$ cat src/rtl/uart_rx_frame.sv
// uart_rx_frame: bit-level UART receiver, 8N1, LSB first.
// The raw rx pin is brought into the i_clk domain by a 2-FF synchroniser. A frame
// starts on a falling edge of the synchronised line. Each bit is sampled at mid-bit,
// and the completed byte is held until the consumer pulses flush.
//
// Ports
//   i_clk       in   1  system clock
//   i_rst       in   1  asynchronous, active-high reset
//   rx          in   1  raw serial line, idle high, asynchronous to i_clk
//   flush       in   1  consumer acknowledge; clears the pending frame
//   data        out  8  last completed byte
//   converted   out  1  frame pending, masked combinationally by flush
//   data_valid  out  1  pending frame had a good stop bit
//   busy        out  1  a frame is being received
//   overrun     out  1  sticky: a valid pending frame was overwritten before flush
module uart_rx_frame #(
    parameter int unsigned CLK_FREQ     = 100_000_000,
    parameter int unsigned BAUD         = 115200,
    parameter int unsigned CLKS_PER_BIT = CLK_FREQ / BAUD,
    parameter int unsigned HALF_BIT     = CLKS_PER_BIT / 2
) (
    input  logic       i_clk,
    input  logic       i_rst,
    input  logic       rx,
    input  logic       flush,
    output logic [7:0] data,
    output logic       converted,
    output logic       data_valid,
    output logic       busy,
    output logic       overrun
);

    localparam int unsigned CntW = $clog2(CLKS_PER_BIT);
    localparam logic [CntW-1:0] HalfLast = CntW'(HALF_BIT - 1);
    localparam logic [CntW-1:0] BitLast  = CntW'(CLKS_PER_BIT - 1);

    typedef enum logic [1:0] {StIdle, StStart, StData, StStop} state_e;

    state_e          state_q, state_d;
    logic            rx_meta_q, rx_s_q, rx_prev_q;
    logic [CntW-1:0] cnt_q;
    logic [2:0]      bit_q;
    logic [7:0]      shift_q;
    logic            conv_q;
    logic            falling;
    logic            tick;
    logic            complete;

    // Synchroniser and edge detector reset to the idle (high) line level.
    always_ff @(posedge i_clk or posedge i_rst) begin
        if (i_rst) begin
            rx_meta_q <= 1'b1;
            rx_s_q    <= 1'b1;
            rx_prev_q <= 1'b1;
        end else begin
            rx_meta_q <= rx;
            rx_s_q    <= rx_meta_q;
            rx_prev_q <= rx_s_q;
        end
    end

    // Edge, not level: a held-low line (break) starts only one frame.
    assign falling  = rx_prev_q & ~rx_s_q;
    assign complete = (state_q == StStop) && tick;

    // End of the current sampling interval for the active state.
    always_comb begin
        tick = 1'b0;
        unique case (state_q)
            StStart:        tick = (cnt_q == HalfLast);
            StData, StStop: tick = (cnt_q == BitLast);
            default:        tick = 1'b0;
        endcase
    end

    // FSM state register.
    always_ff @(posedge i_clk or posedge i_rst) begin
        if (i_rst) begin
            state_q <= StIdle;
        end else begin
            state_q <= state_d;
        end
    end

    // FSM next state.
    always_comb begin
        state_d = state_q;
        unique case (state_q)
            StIdle:  if (falling) state_d = StStart;
            // A line back high at start-bit middle is a glitch: drop it silently.
            StStart: if (tick) state_d = rx_s_q ? StIdle : StData;
            StData:  if (tick && (bit_q == 3'd7)) state_d = StStop;
            StStop:  if (tick) state_d = StIdle;
            default: state_d = StIdle;
        endcase
    end

    // FSM outputs.
    always_comb begin
        busy      = (state_q != StIdle);
        converted = conv_q & ~flush;
    end

    // Bit timing, byte assembly and the pending-frame flags.
    always_ff @(posedge i_clk or posedge i_rst) begin
        if (i_rst) begin
            cnt_q      <= '0;
            bit_q      <= '0;
            shift_q    <= '0;
            data       <= '0;
            data_valid <= 1'b0;
            conv_q     <= 1'b0;
            overrun    <= 1'b0;
        end else begin
            cnt_q <= ((state_q == StIdle) || tick) ? '0 : cnt_q + 1'b1;

            if (state_q == StStart) begin
                bit_q <= '0;
            end else if ((state_q == StData) && tick) begin
                shift_q[bit_q] <= rx_s_q;
                bit_q          <= bit_q + 3'd1;
            end

            // Completion beats a simultaneous flush, but the flush still clears overrun.
            if (complete) begin
                data       <= shift_q;
                data_valid <= rx_s_q;
                conv_q     <= 1'b1;
                overrun    <= ~flush & (overrun | (conv_q & data_valid));
            end else if (flush) begin
                data_valid <= 1'b0;
                conv_q     <= 1'b0;
                overrun    <= 1'b0;
            end
        end
    end

endmodule

$ cat config.mk
export PLATFORM = sky130hd
export DESIGN_NAME = uart_rx_frame
export DESIGN_NICKNAME = d
export VERILOG_FILES = /design/src/rtl/uart_rx_frame.sv
export SDC_FILE = /design/constraint.sdc
export NUM_CORES = 1
export LEC_CHECK = 0
export BUFFER_PORTS_ARGS = -buffer_cell sky130_fd_sc_hd__buf_2
export CORE_ASPECT_RATIO = 1.75
export CORE_MARGIN = 5
export CORE_UTILIZATION = 30
export CTS_BUF_LIST = sky130_fd_sc_hd__clkbuf_8 sky130_fd_sc_hd__clkbuf_16
export CTS_CLUSTER_DIAMETER = 30
export CTS_CLUSTER_SIZE = 40
export DETAILED_ROUTE_END_ITERATION = 12
export GPL_ROUTABILITY_DRIVEN = 0
export SYNTH_ARGS = -nofsm -noshare
export SYNTH_HDL_FRONTEND = slang
export SYNTH_SLANG_ARGS = --single-unit
$ cat constraint.sdc
create_clock -name i_clk -period 4 [get_ports i_clk]
set_clock_uncertainty 0.2 [all_clocks]
set_input_delay 0.6 -clock i_clk [delete_from_list [all_inputs] [get_ports i_clk]]
set_output_delay 0.6 -clock i_clk [all_outputs]
set_load 0.02 [all_outputs]
==> run metrics, run 1 <==
status=complete, no violations; Crit Path Max Fanout=21; # H-tree levels=2; Worst R2R Path Depth=6; initial drt markers=60; CTS sink cnt=37; Routed WL per cell=13.6 um; Comb pwr share=12.4%; Resized cells post-CTS=0; placed cells=243; max-cap viol count=0; Crit path arrival time=2850 ps; synthesized instance count=between 150 and 200; actual slew at the worst max-slew pin=846 ps; Max Slew Vio Count=0; Initial Util=a little under a third; r2r setup slk=1120 ps; worst r2r src=state_q[0]$_DFFE_PP0P_; vias in the first global route=1236; Sw Ratio=27.5%; Post-Route Setup TNS=0 ps; clock-pin slew on the worst setup and hold paths=70 ps; worst-skew pair later-pin latency=290 ps; Core ar.=between 5000 and 6000 um^2; Hold WS=around 160 ps; Die ar.=7600 um^2; Total Wirelength=3.42 mm; die height=112 um; min-delay worst type=reg -> reg; synthesized area per cell=around 11 um^2; CP Class=reg -> reg; Synth Warn #=0; #FFs+latches synth=37; period utilisation layout=72.0%; Final Hold Fails=0; P&R area growth vs syn=12.2%; startpoint types=flip-flop; instance count on the critical path=6; clk buf depth=2; commonest non-fill, non-tap cell in the layout=dfrtp_1; DRT Pass-1 Iters=4; sequential share of the synthesized area=52.5%; Slew headroom=approximately 44%; crit path cell chain=nor2_1 > buf_4 > inv_1 > and4_1 > nand4_1 > mux2_2; min-delay src=rx_meta_q$_DFF_PP1_; hold_buf cts=0; grt ovf=0; post-CTS setup buffers=0; Critical-path top delay cell=dfrtp_1; CTS root buf=clkbuf_8; CP endpoint kind=flip-flop; Hold Crit Endpoint=rx_s_q$_DFF_PP1_; CTS tree=built; nets=179; Max stage delay on crit path=roughly 700 ps; internal power=0.582 mW; synthesized cell area=1770 um^2; n_diodes=0; Vias=around 1200; final setup fails=0; number of port buffers=15; worst ir drop on vdd=0.133 mV; total track usage=10.5%; DRC Markers=0; initial antenna violation count=0; largest net degree at the start of global routing=38; Netlist cell types=38; Clock Power Share=between 30% and 40%; r2r endpoint=data_valid$_DFFE_PP0P_; most frequent cells in the layout=34 x dfrtp_1, 16 x mux2_2, 15 x buf_2; Static Leak=0.903 nW; row count=37; non-filler instance count after layout=251; Hold Path Cell Cnt=0; ANT nets after route=0; P_sw=0.221 mW; Buf+Inv Stages, Crit Path=2; PnR Total Power=0.803 mW; Syn Nets=165; post-layout minimum cycle time=2880 ps; I/O Pins=16; vias per inst=around 5; Num CTS Buffers=5; pwr/cell area=~400 nW/um^2; fmax=between 300 and 400 MHz; layout cells sized above 1=28.3%; first-pass GRT wire length=around 6.1 mm; Worst Path Required=3970 ps; RSZ-0062 raised after global routing=no; delay-heaviest family, CP=simple AND/OR/NAND/NOR gates; post-DP HPWL=approximately 2.5 mm; DIE WIDTH=68.1 um; sequential power share=57.5%
[cell families (layout without fill, tap and decap cells)]
logic type	after synthesis	in the layout	synth area share, %
AND/OR/NAND/NOR	67	67	22.1
flip-flops	37	37	52.5
multiplexers	17	17	10.8
buffers and inverters	15	30	4.31
AO/OA/AOI/OAI	11	11	4.17
XOR/XNOR	8	8	3.96
adder cells (fa/ha/maj)	3	3	2.12
[routing by layer]
layer  wire, um  GRT usage, %  up-vias
li1           -             -      608
met2       1910          18.0       20
met3        131          2.72        7
met4         72          4.78        0
met1       1310          11.8      600
met5          0             0        -
[cells in the mapped netlist]
| master | n | area [um^2] |
|---|---|---|
| a21o_1 | 1 | 7.51 |
| a21oi_1 | 3 | 15.0 |
| a22oi_1 | 1 | 7.51 |
| a31o_2 | 1 | 8.76 |
| a31oi_1 | 2 | 12.5 |
| and3_1 | 1 | 6.26 |
| and3_2 | 1 | 7.51 |
| and4_1 | 2 | 17.5 |
| buf_1 | 1 | 3.75 |
| buf_12 | 1 | 20.0 |
| buf_2 | 2 | 10.0 |
| clkbuf_1 | 6 | 22.5 |
| clkbuf_2 | 1 | 5.00 |
| dfrtp_1 | 34 | 851 |
| dfstp_2 | 3 | 78.8 |
| ha_1 | 3 | 37.5 |
| inv_1 | 4 | 15.0 |
| mux2_1 | 1 | 11.3 |
| mux2_2 | 16 | 180 |
| nand2_1 | 8 | 30.0 |
| nand3_1 | 9 | 45.0 |
| nand4_1 | 11 | 68.8 |
| nand4b_1 | 1 | 8.76 |
| nor2_1 | 5 | 18.8 |
| nor2b_1 | 2 | 12.5 |
| nor3_1 | 13 | 65.1 |
| nor3b_1 | 3 | 22.5 |
| nor4_1 | 2 | 12.5 |
| nor4b_1 | 4 | 35.0 |
| o21ai_0 | 1 | 5.00 |
| o311ai_0 | 2 | 17.5 |
| or2_4 | 1 | 8.76 |
| or3_1 | 1 | 6.26 |
| or3_2 | 1 | 7.51 |
| or3b_4 | 1 | 11.3 |
| or4_1 | 1 | 7.51 |
| xnor2_1 | 1 | 8.76 |
| xor2_1 | 7 | 61.3 |
[state kept, by name, indices dropped and copies added, names as in the netlist, named ones only]
register,flops
cnt_q,10
data,8
shift_q,8
bit_q,3
conv_q,1
data_valid,1
overrun,1
rx_meta_q,1
rx_prev_q,1
rx_s_q,1
state_q,1
[worst max-delay path by stage]
stage | from | slack, ps | end
finish | state_q[0]$_DFFE_PP0P_ | 1120 | data_valid$_DFFE_PP0P_
global route | state_q[0]$_DFFE_PP0P_ | 840 | data_valid$_DFFE_PP0P_
CTS | state_q[0]$_DFFE_PP0P_ | 1090 | data[7]$_DFFE_PP0P_
detailed placement | state_q[0]$_DFFE_PP0P_ | 1090 | data[7]$_DFFE_PP0P_
global placement | state_q[0]$_DFFE_PP0P_ | 1170 | data_valid$_DFFE_PP0P_
floorplan | cnt_q[4]$_DFF_PP0_ | 1840 | shift_q[6]$_DFFE_PP0P_
[power groups by stage]
stage	Clock [mW]	Combinational [mW]	Sequential [mW]
after floorplan	0	0.0860	0.453
after global placement	0	0.0983	0.468
after detailed placement	0	0.100	0.469
after CTS	0.259	0.102	0.462
after global routing	0.272	0.116	0.470
final	0.242	0.0992	0.461
[through the flow]
step                cell area (um^2)  setup slack, ps  utilization, %
floorplan                       1770             1840               -
global placement                1900             1170            32.6
detailed placement              1900             1090            32.6
CTS                             1990             1090            34.1
global route                    1990              842            34.1
finish                          1990             1120            34.1
[layout make-up]
class | count | area, um^2
inverters | 4 | 15.0
multi-input cells | 106 | 764
clock inverters | 3 | 13.8
well taps | 78 | 97.6
flip-flops and latches | 37 | 930
clock buffers | 5 | 68.8
repair buffers | 18 | 97.6
fillers | 607 | 3850
Power figures use the tool's default switching activity.
==> run 2: changes to the inputs <==
--- a/config.mk
+++ b/config.mk
@@ -5,6 +5,7 @@
 export SDC_FILE = /design/constraint.sdc
 export NUM_CORES = 1
 export LEC_CHECK = 0
+export ABC_AREA = 1
 export BUFFER_PORTS_ARGS = -buffer_cell sky130_fd_sc_hd__buf_2
 export CORE_ASPECT_RATIO = 1.75
 export CORE_MARGIN = 5
==> constraint.sdc (replaced) <==
create_clock -name i_clk -period 3 [get_ports i_clk]
set_clock_uncertainty 0.2 [all_clocks]
set_input_delay 0.45 -clock i_clk [delete_from_list [all_inputs] [get_ports i_clk]]
set_output_delay 0.45 -clock i_clk [all_outputs]
set_load 0.02 [all_outputs]
==> run 2 against run 1 <==
Cell count is 19% higher. Via count is 6.6% higher. Hold slack worse by 94 ps. Clock power is 35% higher. Clock-buffer cell count stayed put. Critical path depth is 3 higher. Utilization is 1.2 points higher. Cell area hardly changed. Synthesized area is 1.7% lower. Maximum frequency is 64% higher. Combinational power grew to 2.7 times the previous value. Die area is 1.5% lower. Critical path type unchanged. Largest power group unchanged.
==> run metrics, run 2 <==
status=complete, no violations (unchanged); startpoint types=flip-flop (unchanged); post-route cell area=1990 um^2 (about the same); vias in the first global route=1340 (was 1236); CTS sink cnt=37 (unchanged); Syn Nets=208 (was 165); max-cap viol count=0 (unchanged); Routed WL per cell=10.9 um (was 13.6 um); Crit path arrival time=1720 ps (was 2850 ps); register with the most flip-flops=cnt_q (unchanged); top cells by area, synth=dfrtp_1 49%, nand2_1 9.5%, nor2_1 8.4%, dfstp_2 4.5%, nor3_1 4.0% (was dfrtp_1 48%, mux2_2 10%, dfstp_2 4.5%, nand4_1 3.9%, nor3_1 3.7%); Reg area=930 um^2 (unchanged); Worst Path Required=2970 ps (was 3970 ps); r2r endpoint=data_valid$_DFFE_PP0P_ (unchanged); CP endpoint kind=flip-flop (unchanged); fmax=571 MHz (was 347 MHz); pwr/cell area=620 nW/um^2 (was 404 nW/um^2); n_diodes=0 (unchanged); DRT Pass-1 Iters=4 (unchanged); worst ir drop on vdd=0.194 mV (was 0.133 mV); Synth Warn #=0 (unchanged); total track usage=10.1% (was 10.5%); Fillers=590 (was 607); hold_buf cts=0 (unchanged); grt ovf=0 (unchanged); Slew headroom=68.8% (was 43.6%); actual slew at the worst max-slew pin=468 ps (was 846 ps); CTS root buf=clkbuf_8 (unchanged); asr flop ratio synth=100% (unchanged); post-DP HPWL=2.49 mm (was 2.48 mm); area leader, netlist=dfrtp_1 (unchanged); Static Leak=1.06 nW (was 0.903 nW); post-CTS setup buffers=0 (unchanged); ANT nets after route=0 (unchanged); post-synth top area share=48.9% (was 48.1%); clk buf depth=2 (unchanged); Final Hold Fails=0 (unchanged); post-layout minimum cycle time=1750 ps (was 2880 ps); CP Class=reg -> reg (unchanged); vias per inst=4.40 (was 4.92); Total Wirelength=3.26 mm (was 3.42 mm); number of synthesized flops with an enable pin=0 (unchanged); synthesized instance count=201 (was 158); final setup fails=0 (unchanged); DIE WIDTH=67.6 um (was 68.1 um); Post-Route Setup TNS=0 ps (unchanged); PnR Total Power=1.23 mW (was 0.803 mW); most frequent cells in the layout=44 x nand2_1, 39 x nor2_1, 34 x dfrtp_1 (was 34 x dfrtp_1, 16 x mux2_2, 15 x buf_2); top-count cell post-synth=nand2_1 (was dfrtp_1); footprint of the multi-input gates=713 um^2 (was 764 um^2); commonest non-fill, non-tap cell in the layout=nand2_1 (was dfrtp_1); # H-tree levels=2 (unchanged); max reg flops=10 (unchanged); placed cell areas=1900 um^2 (about the same); initial antenna violation count=0 (unchanged); row count=36 (was 37); worst slack at placement=1220 ps (was 1090 ps); dominant synthesized flop cell=dfrtp_1 (unchanged); sequential share of the synthesized area=53.4% (was 52.5%); P&R area growth vs syn=14.1% (was 12.2%); synthesized cell area=1740 um^2 (was 1770 um^2); I/O Pins=16 (unchanged); Crit Path Max Fanout=11 (was 21); largest net degree at the start of global routing=38 (unchanged); initial drt markers=73 (was 60); period utilisation layout=58.4% (was 72.0%); synthesized area per cell=8.66 um^2 (was 11.2 um^2); Die ar.=7480 um^2 (was 7600 um^2); Synth top cells by count=44 x nand2_1, 39 x nor2_1, 34 x dfrtp_1 (was 34 x dfrtp_1, 16 x mux2_2, 13 x nor3_1); Vias=1316 (was 1235); CTS tree=built (unchanged); Resized cells post-CTS=0 (unchanged); nets=229 (was 179); RSZ-0062 raised after global routing=no (unchanged); first-pass GRT wire length=5.87 mm (was 6.13 mm); Largest regs=cnt_q: 10 flops, data: 8 flops, shift_q: 8 flops (unchanged); worst r2r src=cnt_q[1]$_DFF_PP0_ (was state_q[0]$_DFFE_PP0P_); layout cells sized above 1=17.9% (was 28.3%); number of port buffers=15 (unchanged); #FFs+latches synth=37 (unchanged); Num CTS Buffers=5 (unchanged); Max Slew Vio Count=0 (unchanged); clock-pin slew on the worst setup and hold paths=70 ps (about the same); worst-skew pair later-pin latency=280 ps (was 290 ps); DRC Markers=0 (unchanged); Netlist cell types=24 (was 38); Core ar.=5630 um^2 (was 5830 um^2); Worst R2R Path Depth=9 (was 6); r2r setup slk=1250 ps (was 1120 ps); min-delay worst type=in -> async (was reg -> reg); die height=111 um (was 112 um); setup slack after layout=1250 ps (was 1120 ps); Initial Util=30.9% (was 30.4%)
## run 2: how the worst max path moves through the flow
stage / startpoint / end / slack (ps)
global route: cnt_q[1]$_DFF_PP0_ / data_valid$_DFFE_PP0P_ / 1080
detailed placement: cnt_q[1]$_DFF_PP0_ / data_valid$_DFFE_PP0P_ / 1220
CTS: cnt_q[1]$_DFF_PP0_ / data_valid$_DFFE_PP0P_ / 1210
floorplan: state_q[0]$_DFFE_PP0P_ / data[0]$_DFFE_PP0P_ / 1410
global placement: cnt_q[1]$_DFF_PP0_ / data_valid$_DFFE_PP0P_ / 1260
finish: cnt_q[1]$_DFF_PP0_ / data_valid$_DFFE_PP0P_ / 1250
## run 2: cells by family (layout without fill, tap and decap cells)
group                    count (synthesis)  in the layout  share of synthesized area, %
AND/OR/NAND/NOR                        120            120                          33.1
flip-flops                              37             37                          53.4
adder cells (fa/ha/maj)                  3              3                          2.16
buffers and inverters                   24             46                          5.61
AO/OA/AOI/OAI                           15             15                          4.67
XOR/XNOR                                 2              2                          1.01
## run 2: worst max-delay path: stages (launching register included)
cell      delay (ps)
dfrtp_1          410
inv_1             50
nor2_1            80
nand3_1           70
nand2_1          240
nand2_4          110
nor2_8           170
inv_2            130
nand3b_1         120
o21ai_2           60
## run 2: cell type report
type	instances	share of cell area, %
sequential	37	46.8
inverter	22	4.16
multi-input combinational	140	35.9
tap	76	4.79
timing repair buffer	16	4.16
clock inverter	3	0.693
clock buffer	5	3.47
## run 2: stage by stage
stage	instances	hold slack (ps)	util, %
4_1_cts	299	51.1	35.3
6_report	299	61.9	35.3
3_5_place_dp	291	147	33.8
2_1_floorplan	201	145	-
3_3_place_gp	291	145	33.8
5_1_grt	299	46.0	35.3
## run 2: where the power goes
group	total (mW)	switching [mW]	internal, mW	leakage [nW]
clock	0.327	0.170	0.158	0.0491
combinational	0.269	0.177	0.0917	0.521
sequential	0.635	0.0756	0.559	0.487
total	1.23	0.423	0.809	1.06
## run 2: per-layer routing
| layer | up-vias | GRT usage (%) | share of wire (%) | routed length [um] |
|---|---|---|---|---|
| li1 | 681 | - | - | - |
| met1 | 605 | 10.4 | 37 | 1220 |
| met2 | 24 | 18.2 | 57 | 1850 |
| met3 | 6 | 2.43 | 4.0 | 129 |
| met4 | 0 | 4.88 | 2.0 | 65 |
| met5 | - | 0 | 0 | 0 |
==> run 3: changes to the inputs <==
==> constraint.sdc (replaced) <==
create_clock -name i_clk -period 1.55 [get_ports i_clk]
set_clock_uncertainty 0.2 [all_clocks]
set_input_delay 0.2325 -clock i_clk [delete_from_list [all_inputs] [get_ports i_clk]]
set_output_delay 0.2325 -clock i_clk [all_outputs]
set_load 0.02 [all_outputs]
==> run 3 against run 2 <==
The flow now finishes with violations (negative setup slack). Clock-buffer cell count did not move. Register-to-register slack got worse by 1300 ps. Critical path depth did not move. First-iteration DRC count fell by 63%. Cell area rose by 31%. Total power rose to 2.8 times the previous value. Combinational power rose to 4.9 times the previous value. Clock power rose to 3.0 times the previous value. Setup slack got worse by 1300 ps. Critical endpoint is now bit_q[2]$_DFFE_PP0P_.
==> run metrics, run 3 (synthesized netlist as in run 2, its figures left out) <==
Num CTS Buffers=5 (unchanged); n_diodes=0 (unchanged); DRC Markers=0 (unchanged); post-layout minimum cycle time=1630 ps (was 1750 ps); worst r2r src=cnt_q[1]$_DFF_PP0_ (unchanged); Hold Path Cell Cnt=3; CTS tree=built (unchanged); initial drt markers=27 (was 73); CTS sink cnt=37 (unchanged); vias in the first global route=1483 (was 1340); I/O Pins=16 (unchanged); max reg flops=10 (unchanged); max-cap viol count=0 (unchanged); layout cells sized above 1=45.6% (was 17.9%); Initial Util=30.9% (unchanged); DIE WIDTH=67.6 um (unchanged); Final Hold Fails=0 (unchanged); failing checks=negative setup slack; worst-skew pair later-pin latency=290 ps (was 280 ps); number of port buffers=15 (unchanged); Most common cell on crit path=buf_4; Crit Path Max Fanout=4 (was 11); first-pass GRT wire length=6.61 mm (was 5.87 mm); min-delay src=flush; actual slew at the worst max-slew pin=251 ps (was 468 ps); Routed WL per cell=12.4 um (was 10.9 um); final setup fails=21 (was 0); Max Slew Vio Count=0 (unchanged); Worst Path Required=1570 ps (was 2970 ps); Slew headroom=83.2% (was 68.8%); Crit path arrival time=1650 ps (was 1720 ps); min-delay worst type=in -> reg (was in -> async); nets=267 (was 229); P&R area growth vs syn=49.4% (was 14.1%); Hold WS=39.5 ps (was 61.9 ps); most frequent cells in the layout=34 x dfrtp_1, 31 x nand2_1, 31 x nor2_1 (was 44 x nand2_1, 39 x nor2_1, 34 x dfrtp_1); clk buf depth=2 (unchanged); ANT nets after route=0 (unchanged); DRT Pass-1 Iters=4 (unchanged); Vias=1526 (was 1316); CTS root buf=clkbuf_8 (unchanged); Total Wirelength=4.18 mm (was 3.26 mm); startpoint types=flip-flop (unchanged); row count=36 (unchanged); Worst R2R Path Depth=9 (unchanged); total track usage=11.6% (was 10.1%); clock-pin slew on the worst setup and hold paths=70 ps (about the same); post-layout util=46.2% (was 35.3%); Post-Route Setup TNS=-503 ps (was 0 ps); Die ar.=7480 um^2 (unchanged); Max stage delay on crit path=430 ps (was 410 ps); Critical-path top delay cell=dfrtp_1 (unchanged); register with the most flip-flops=cnt_q (unchanged); largest net degree at the start of global routing=38 (unchanged); Largest regs=cnt_q: 10 flops, data: 8 flops, shift_q: 8 flops (unchanged); Critical path destination=bit_q[2]$_DFFE_PP0P_ (was data_valid$_DFFE_PP0P_); post-DP HPWL=2.75 mm (was 2.49 mm); initial antenna violation count=0 (unchanged); # H-tree levels=2 (unchanged); fmax=613 MHz (was 571 MHz); die height=111 um (unchanged); RSZ-0062 raised after global routing=yes (was no); commonest non-fill, non-tap cell in the layout=dfrtp_1 (was nand2_1); Static Leak=1.32 nW (was 1.06 nW); grt ovf=0 (unchanged); crit path cell chain=buf_4 > nor2_1 > nand3_1 > nand2_2 > nand4_1 > buf_4 > inv_2 > nand2_1 > o21ai_1 (was inv_1 > nor2_1 > nand3_1 > nand2_1 > nand2_4 > nor2_8 > inv_2 > nand3b_1 > o21ai_2); pwr/cell area=1340 nW/um^2 (was 620 nW/um^2); r2r endpoint=bit_q[2]$_DFFE_PP0P_ (was data_valid$_DFFE_PP0P_); status=finished with violations (was complete, no violations); period utilisation layout=105% (was 58.4%); Core ar.=5630 um^2 (unchanged); Worst Setup SP=cnt_q[1]$_DFF_PP0_ (unchanged); worst ir drop on vdd=0.813 mV (was 0.194 mV); PnR Total Power=3.48 mW (was 1.23 mW); vias per inst=4.53 (was 4.40); r2r setup slk=-80 ps (was 1250 ps); CP endpoint kind=flip-flop (unchanged); CP Class=reg -> reg (unchanged); setup slack after layout=-82.5 ps (was 1250 ps)
## run 3: cell types whose count changed in the layout (fill, tap and decap cells not counted), sizes merged
cell | previous run | this run
clkinv | 2 | 1
buf | 16 | 50
inv | 23 | 22
nand2 | 47 | 48
bufinv | 0 | 2
dlygate4sd3 | 0 | 3
## run 3: critical path: cells and delay by family, from the launching register on
family	cells	cell delay, ps
AOI/OAI and AO/OA	1	70
and+or+nand+nor	5	490
buffers and inverters	3	360
DFF	1	430
## run 3: where the power goes
| part | leakage, nW | switching [mW] | total, mW | internal (mW) |
|---|---|---|---|---|
| Clock | 0.0681 | 0.356 | 0.995 | 0.639 |
| Sequential | 0.487 | 0.0995 | 1.18 | 1.08 |
| Combinational | 0.762 | 0.678 | 1.31 | 0.628 |
| Total | 1.32 | 1.13 | 3.48 | 2.35 |
## run 3: how the worst min path moves through the flow
stage | endpoint | slack [ps]
finish | data_valid$_DFFE_PP0P_ | 40
global route | data_valid$_DFFE_PP0P_ | 60
CTS | data_valid$_DFFE_PP0P_ | 30
detailed placement | conv_q$_DFFE_PP0P_ | 100
global placement | overrun$_DFFE_PP0P_ | 100
floorplan | rx_meta_q$_DFF_PP1_ | 40
## run 3: timing repair
action / in CTS / in global routing
pin swaps: 12 / 30
hold buffers: 3 / 0
endpoints found under the hold margin: 37 / 0
gates cloned: 0 / 1
buffers inserted: 7 / 6
endpoints found under the setup margin: 34 / 35
gates resized for setup: 24 / 47
## run 3: cell type report
class | count | area [um^2]
Clock buffer | 5 | 68.8
Clock inverter | 3 | 65.1
Fill cell | 529 | 3030
Inverter | 22 | 90.1
Multi-Input combinational cell | 141 | 942
Sequential cell | 37 | 930
Tap cell | 76 | 95.1
Timing Repair Buffer | 53 | 409
## run 3: per-stage QoR
step	setup WS, ps	area (um^2)	std cells
after floorplan	-40.3	1740	201
after global placement	-148	2100	314
after detailed placement	-167	2100	314
after CTS	-57.0	2410	332
after global routing	-183	2600	337
final	-82.5	2600	337
## run 3: routing by layer
layer / track usage [%] / vias to the layer above / routed length [um]
met5: 0 / - / 0
li1: - / 755 / -
met2: 21.5 / 23 / 2400
met3: 3.04 / 13 / 114
met4: 5.42 / 0 / 139
met1: 11.1 / 735 / 1530
